**config.mk**
```make
export PLATFORM = sky130hd
export DESIGN_NAME = button_request_latch
export DESIGN_NICKNAME = d
export VERILOG_FILES = /design/src/rtl/button_request_latch.sv
export SDC_FILE = /design/constraint.sdc
export NUM_CORES = 1
export LEC_CHECK = 0
export CORE_AREA = 2 2 39 41
export CTS_CLUSTER_SIZE = 10
export DETAILED_ROUTE_END_ITERATION = 12
export DIE_AREA = 0 0 41 43
export GPL_TIMING_DRIVEN = 0
export PLACE_DENSITY_LB_ADDON = 0.1
export REMOVE_ABC_BUFFERS = 1
export SLEW_MARGIN = 20
export SYNTH_ARGS = -nofsm -noshare
export SYNTH_HDL_FRONTEND = slang
export SYNTH_SLANG_ARGS = --single-unit
```
**constraint.sdc**
```tcl
create_clock -name clk -period 1.7 [get_ports clk]
set_clock_uncertainty 0.05 [all_clocks]
set_input_delay 0.51 -clock clk [delete_from_list [all_inputs] [get_ports clk]]
set_output_delay 0.51 -clock clk [all_outputs]
set_load 0.02 [all_outputs]
```
**src/rtl/button_request_latch.sv**
```systemverilog
// Turns the debounced button level into a press strobe, sticky request flags and an
// overrun flag for the controller. Optional long-press support: LONG_PRESS_EN.
module button_request_latch #(
    parameter int CNT_W      = 19,
    parameter int LONG_COUNT = 400000
) (
    input  logic       clk,
    input  logic       reset,
    input  logic       clean,
    input  logic       ack,
    output logic       press_pulse,
    output logic       req,
    output logic       long_req,
    output logic       overrun,
    output logic [1:0] fsm_state
);

    typedef enum logic [1:0] {
        IDLE     = 2'd0,
        DOWN     = 2'd1,
        WAIT_REL = 2'd2
    } state_t;

    state_t state, state_n;
    logic   clean_q;
    logic   rise;
    logic   set_s;
    logic   ov_set;

`ifdef LONG_PRESS_EN
    localparam logic [CNT_W-1:0] LONG_LAST = CNT_W'(LONG_COUNT - 1);
    localparam logic [CNT_W-1:0] LONG_HIT  = CNT_W'(LONG_COUNT - 2);

    logic [CNT_W-1:0] count, count_n;
    logic             set_l;
`endif

    assign fsm_state = state;

    always_comb begin
        rise    = clean & ~clean_q;
        state_n = state;
        set_s   = 1'b0;
`ifdef LONG_PRESS_EN
        set_l   = 1'b0;
        count_n = count;
`else
        set_s   = rise;
`endif
        case (state)
            IDLE: begin
                if (rise) begin
                    state_n = DOWN;
`ifdef LONG_PRESS_EN
                    count_n = '0;
`endif
                end
            end
            DOWN: begin
                if (!clean) begin
                    state_n = IDLE;
`ifdef LONG_PRESS_EN
                    // Released before the long threshold: this is a normal press.
                    set_s   = 1'b1;
                    count_n = '0;
`endif
                end
`ifdef LONG_PRESS_EN
                else if (count == LONG_HIT) begin
                    set_l   = 1'b1;
                    state_n = WAIT_REL;
                    count_n = '0;
                end else if (count != LONG_LAST) begin
                    count_n = count + 1'b1;
                end
`endif
            end
            WAIT_REL: begin
                if (!clean) state_n = IDLE;
`ifdef LONG_PRESS_EN
                count_n = '0;
`endif
            end
            default: state_n = IDLE;
        endcase

`ifdef LONG_PRESS_EN
        ov_set = ~ack & ((set_s & req) | (set_l & long_req));
`else
        ov_set = ~ack & set_s & req;
`endif
    end

    // A set in the same cycle as ack wins, so a fresh event is never lost to an ack.
    always_ff @(posedge clk) begin
        if (reset) begin
            clean_q     <= clean;
            state       <= clean ? WAIT_REL : IDLE;
            press_pulse <= 1'b0;
            req         <= 1'b0;
            overrun     <= 1'b0;
        end else begin
            clean_q     <= clean;
            state       <= state_n;
            press_pulse <= rise;
            if (set_s)    req <= 1'b1;
            else if (ack) req <= 1'b0;
            if (ov_set)   overrun <= 1'b1;
            else if (ack) overrun <= 1'b0;
        end
    end

`ifdef LONG_PRESS_EN
    always_ff @(posedge clk) begin
        if (reset) begin
            long_req <= 1'b0;
            count    <= '0;
        end else begin
            count <= count_n;
            if (set_l)    long_req <= 1'b1;
            else if (ack) long_req <= 1'b0;
        end
    end
`else
    assign long_req = 1'b0;
`endif

endmodule

```
==> impl_metrics.tcl, run 1 <==
set metrics [dict create \
    status "finished, final reports clean" \
    ys_ff_latch 6 \
    netlist.area_leader.share 0.330 \
    wl_per_cell_microns 8.65 \
    ir_worst_vdd_uv 329 \
    setup_slack_ps 156 \
    rows 14 \
    io_pins 10 \
    timing_hold_violations_final 0 \
    cts_tree "built" \
    post-route-period-util 0.909 \
    worstHoldPathType "register to register" \
    final_common_cell "dlygate4sd2_1" \
    start_kind "primary input" \
    whs_path_depth 2 \
    viasPerCell 3.71 \
    insertion_delay_ps 250 \
    grt-ovfl-total 0 \
    top_layer_used "met3" \
    initial_utilization 0.175 \
    syn_to_final_growth_pct 46.4 \
    dr.pass1.iters 1 \
    wl_microns 424 \
    cts_hold_buf 0 \
    dieHeight_microns 43 \
    syn_avg_cell_area_sq_um 11.0 \
    num_antenna_cells 0 \
    p_per_area_nw_per_um2 1140 \
    drtIter0Drc 0 \
    final_cell_count_no_fill 49 \
    slew_violations 0 \
    cts_sinks 6 \
    max_freq_mhz 647 \
    grt_pass1_vias 172 \
    cts-root-buf "clkbuf_4" \
    max_stage_delay_ps 570 \
    numCtsBuffers 3 \
    port_buffers 8 \
    fin_crit_ps 1540 \
    grt_setup_unrepaired "no" \
    htreeDepth 1 \
    path_depth 4 \
    setup_viol_count_final 0 \
    die_w_microns 41 \
    drc 0 \
    met3_length_microns 30 \
    grt_usage 0.0675 \
    yosysSeqAreaShare 0.577 \
    critPathBufInv 1 \
    cpMaxStageDelayCell "clkdlybuf4s50_1" \
    fin_util 0.257 \
    finalPower_w 0.000403 \
    cp.arrival_ps 1450 \
    drive_gt1_frac 0.182 \
    r2r.worst_path.cells 4 \
    crit_required_ps 1610 \
    antenna_found_initial 0 \
    vias 182 \
    place_congestion 0.617 \
    crit_fanout 5 \
    dp.cells 45 \
    grt_max_degree 7 \
    wl_met1_microns 182 \
    dp_slack_ps -130 \
    yosysUniqueCellTypes 16 \
    met2_wirelength_microns 211 \
    synth_cells 22 \
    antenna_left 0 \
    cap_violations 0 \
    ys_top_cells_by_area "dfxtp_1 33%, edfxtp_1 25%, a22oi_2 5.2%" \
    critPathCaptureType "register" \
    worstSetupPathType "primary input to register" \
    p_leak_nw 0.159 \
    grt_pass1_wl_microns 662 \
    ys.warnings.count 0 \
    cts_buffer_depth 2 \
    core_area_sq_um 1380 \
    critical-path-top-delay-family "buffers and inverters" \
    die_area_sq_um 1760 \
    syn_area_sq_um 243 \
    final_nets 39 \
    path_cells "clkdlybuf4s50_1, nand2b_2, a22oi_2, or2_1" \
    final_cell_mix "5 x dlygate4sd2_1, 4 x dfxtp_1, 3 x inv_1, 3 x clkbuf_4, 3 x clkdlybuf4s50_1" \
    synth_area_leader_cell "dfxtp_1" \
    clk_pin_slew_worst_paths_ps 50 \
]
## synthesized netlist by cell type (all sizes together)
cell type and count:
a21oi 1, a22oi 1, a31oi 1, and2 1
buf 1, conb 1, dfxtp 4, edfxtp 2
ha 1, inv 3, nand2b 2, nor2 1
nor2b 1, nor3 1, or2 1
## state kept, by name, indices dropped and copies added, names as in the netlist
name,count
clean_q,1
press_pulse,1
overrun,1
fsm_state,2
req,1
## cells by family (layout without fill, tap and decap cells)
kind of cell / after synthesis / after routing / synth area share
simple gates: 7 / 7 / 0.180
flops: 6 / 6 / 0.577
buf+inv: 4 / 15 / 0.0773
compound gates: 3 / 3 / 0.0979
fa+ha+maj: 1 / 1 / 0.0515
other cells: 1 / 1 / 0.0154
## final timing paths
path,startpoint,endpoint,slack [ps]
worst max-delay path,clean,fsm_state[1]$_SDFFCE_PN0P_,160
worst min-delay path,req$_SDFFE_PP0P_,req$_SDFFE_PP0P_,440
worst max register to register,fsm_state[1]$_SDFFCE_PN0P_,fsm_state[1]$_SDFFCE_PN0P_,380
worst min register to register,req$_SDFFE_PP0P_,req$_SDFFE_PP0P_,440
## worst reg2reg max path: cells and delay by family (launching register included)
kind / cells / cell delay [ps]
flops: 1 / 380
fa+ha+maj: 1 / 220
buf+inv: 1 / 70
compound gates: 1 / 160
simple gates: 1 / 150
## repair_timing
item	in CTS	in global routing
endpoints found under the hold margin	0	0
gates resized for setup	5	0
buffers inserted	0	0
setup endpoints to repair	5	0
## metal layers
| layer | vias to the layer above | GRT usage |
|---|---|---|
| met4 | 0 | 0.0400 |
| met2 | 6 | 0.0875 |
| li1 | 91 | - |
| met1 | 85 | 0.0586 |
| met3 | 0 | 0.0785 |
| met5 | - | 0 |
## report_power, final
part           internal (W)  switching (W)   total, W
Clock             0.0000891      0.0000552   0.000144
Combinational     0.0000408      0.0000462  0.0000870
Sequential         0.000166     0.00000596   0.000172
## stage by stage
stage                     area [sq um]  hold WS [ps]  setup TNS, ps
after floorplan                    235           457              0
after global placement             335           429           -252
after detailed placement           335           441           -260
after CTS                          355           445              0
after global routing               355           493              0
final                              355           441              0
## final cells by class
cell class / instances / area (sq um)
Fill cell: 157 / 1030
Inverter: 3 / 11.3
Timing Repair Buffer: 8 / 73.8
Tap cell: 16 / 20.0
Sequential cell: 6 / 140
Multi-Input combinational cell: 12 / 83.8
Clock buffer: 4 / 26.3
No activity file was read; power rests on OpenSTA's default activity.
==> inputs of run 2 (changes only) <==
- SKIP_CTS_REPAIR_TIMING: unset -> 1
- SLEW_MARGIN: 20 -> 10
==> run 2 against run 1 <==
Die area stayed put. Clock power hardly changed. Combinational power is 7.6% higher. Critical path depth is the same. Fmax about the same. Flip-flop and latch count is the same. Cell count is the same. Non-clock buffer count stayed put. Via count stayed put. Global-route usage did not move. Highest routed layer unchanged. Critical path type unchanged. Cell area grew 5.3%. Utilization rose by 1.4 points.
==> impl_metrics.tcl, run 2 (same netlist as run 1, synthesis figures left out) <==
set metrics [dict create \
    fin_crit_ps 1540 \
    crit_fanout 5 \
    p_leak_nw 0.217 \
    fin_tns_setup_ps 0 \
    drive_gt1_frac 0.182 \
    wl_microns 430 \
    die_w_microns 41 \
    timing_hold_violations_final 0 \
    antenna_left 0 \
    slew_violations 0 \
    drtIter0Drc 0 \
    critPathCaptureType "register" \
    drc 0 \
    largest_reg_flops 2 \
    status "finished, final reports clean" \
    initial_utilization 0.175 \
    vias 182 \
    port_buffers 8 \
    cts_sinks 6 \
    grt-ovfl-total 0 \
    antenna_found_initial 0 \
    grt_setup_unrepaired "no" \
    fin_util 0.270 \
    die_area_sq_um 1760 \
    numCtsBuffers 3 \
    finalInstanceArea_sq_um 374 \
    cts_tree "built" \
    final_common_cell "dlymetal6s2s_1" \
    grt_pass1_wl_microns 662 \
    worstHoldPathType "register to register" \
    cts-root-buf "clkbuf_4" \
    insertion_delay_ps 250 \
    start_kind "primary input" \
    place_area_sq_um 335 \
    max_freq_mhz 648 \
    dr.pass1.iters 1 \
    post-route-period-util 0.908 \
    place_congestion 0.617 \
    viasPerCell 3.71 \
    ir_worst_vdd_uv 331 \
    final_cell_mix "5 x dlymetal6s2s_1, 4 x dfxtp_1, 3 x inv_1, 3 x clkbuf_4, 3 x clkdlybuf4s50_1" \
    core_area_sq_um 1380 \
    hold_ws_ps 440 \
    grt_usage 0.0675 \
    crit_required_ps 1610 \
    fill_cells 150 \
    ff2ff_setup_slack_ps 380 \
    final_nets 39 \
    p_per_area_nw_per_um2 1100 \
    grt_pass1_vias 172 \
    worstSetupPathType "primary input to register" \
    dieHeight_microns 43 \
    wl_per_cell_microns 8.78 \
    cp.arrival_ps 1450 \
    rows 14 \
    syn_to_final_growth_pct 54.1 \
    htreeDepth 1 \
    num_antenna_cells 0 \
    grt_max_degree 7 \
    clk_pin_slew_worst_paths_ps 50 \
    setup_viol_count_final 0 \
    cap_violations 0 \
    cts_buffer_depth 2 \
    io_pins 10 \
]
run 2: per-stage QoR:
step                      setup slack (ps)  cells  power [W]
final                                  156     49   0.000410
after global routing                   106     49   0.000445
after CTS                            -75.3     49   0.000423
after detailed placement              -130     45   0.000272
after global placement                -126     45   0.000271
after floorplan                        266     21   0.000231
run 2: critical path: stages:
cell and delay (ps):
clkdlybuf4s50_1 570, nand2b_2 110, a22oi_2 110, or2_1 150
run 2: final cells by class:
type	instances	area, sq um	area share
tap	16	20.0	0.0535
multi-input combinational	12	83.8	0.224
clock buffer	4	26.3	0.0702
inverter	3	11.3	0.0301
timing repair buffer	8	92.6	0.247
sequential	6	140	0.375
run 2: report_power, final:
group / switching (W) / internal, W / total (W)
Clock: 0.0000554 / 0.0000892 / 0.000145
Combinational: 0.0000464 / 0.0000472 / 0.0000936
Sequential: 0.00000590 / 0.000166 / 0.000172
Total: 0.000108 / 0.000302 / 0.000410
run 2: layer usage:
layer | up-vias | part of all wire | global-route usage
met5 | - | 0 | 0
met4 | 0 | 0 | 0.0400
met3 | 0 | 0.079 | 0.0785
met2 | 6 | 0.50 | 0.0875
met1 | 85 | 0.43 | 0.0586
li1 | 91 | - | -
run 2: final timing paths:
| kind | start | to | depth (start not counted) |
|---|---|---|---|
| worst max-delay path | clean | fsm_state[1]$_SDFFCE_PN0P_ | 4 |
| worst min-delay path | req$_SDFFE_PP0P_ | req$_SDFFE_PP0P_ | 2 |
| worst max register to register | fsm_state[1]$_SDFFCE_PN0P_ | fsm_state[1]$_SDFFCE_PN0P_ | 4 |
| worst min register to register | req$_SDFFE_PP0P_ | req$_SDFFE_PP0P_ | 2 |
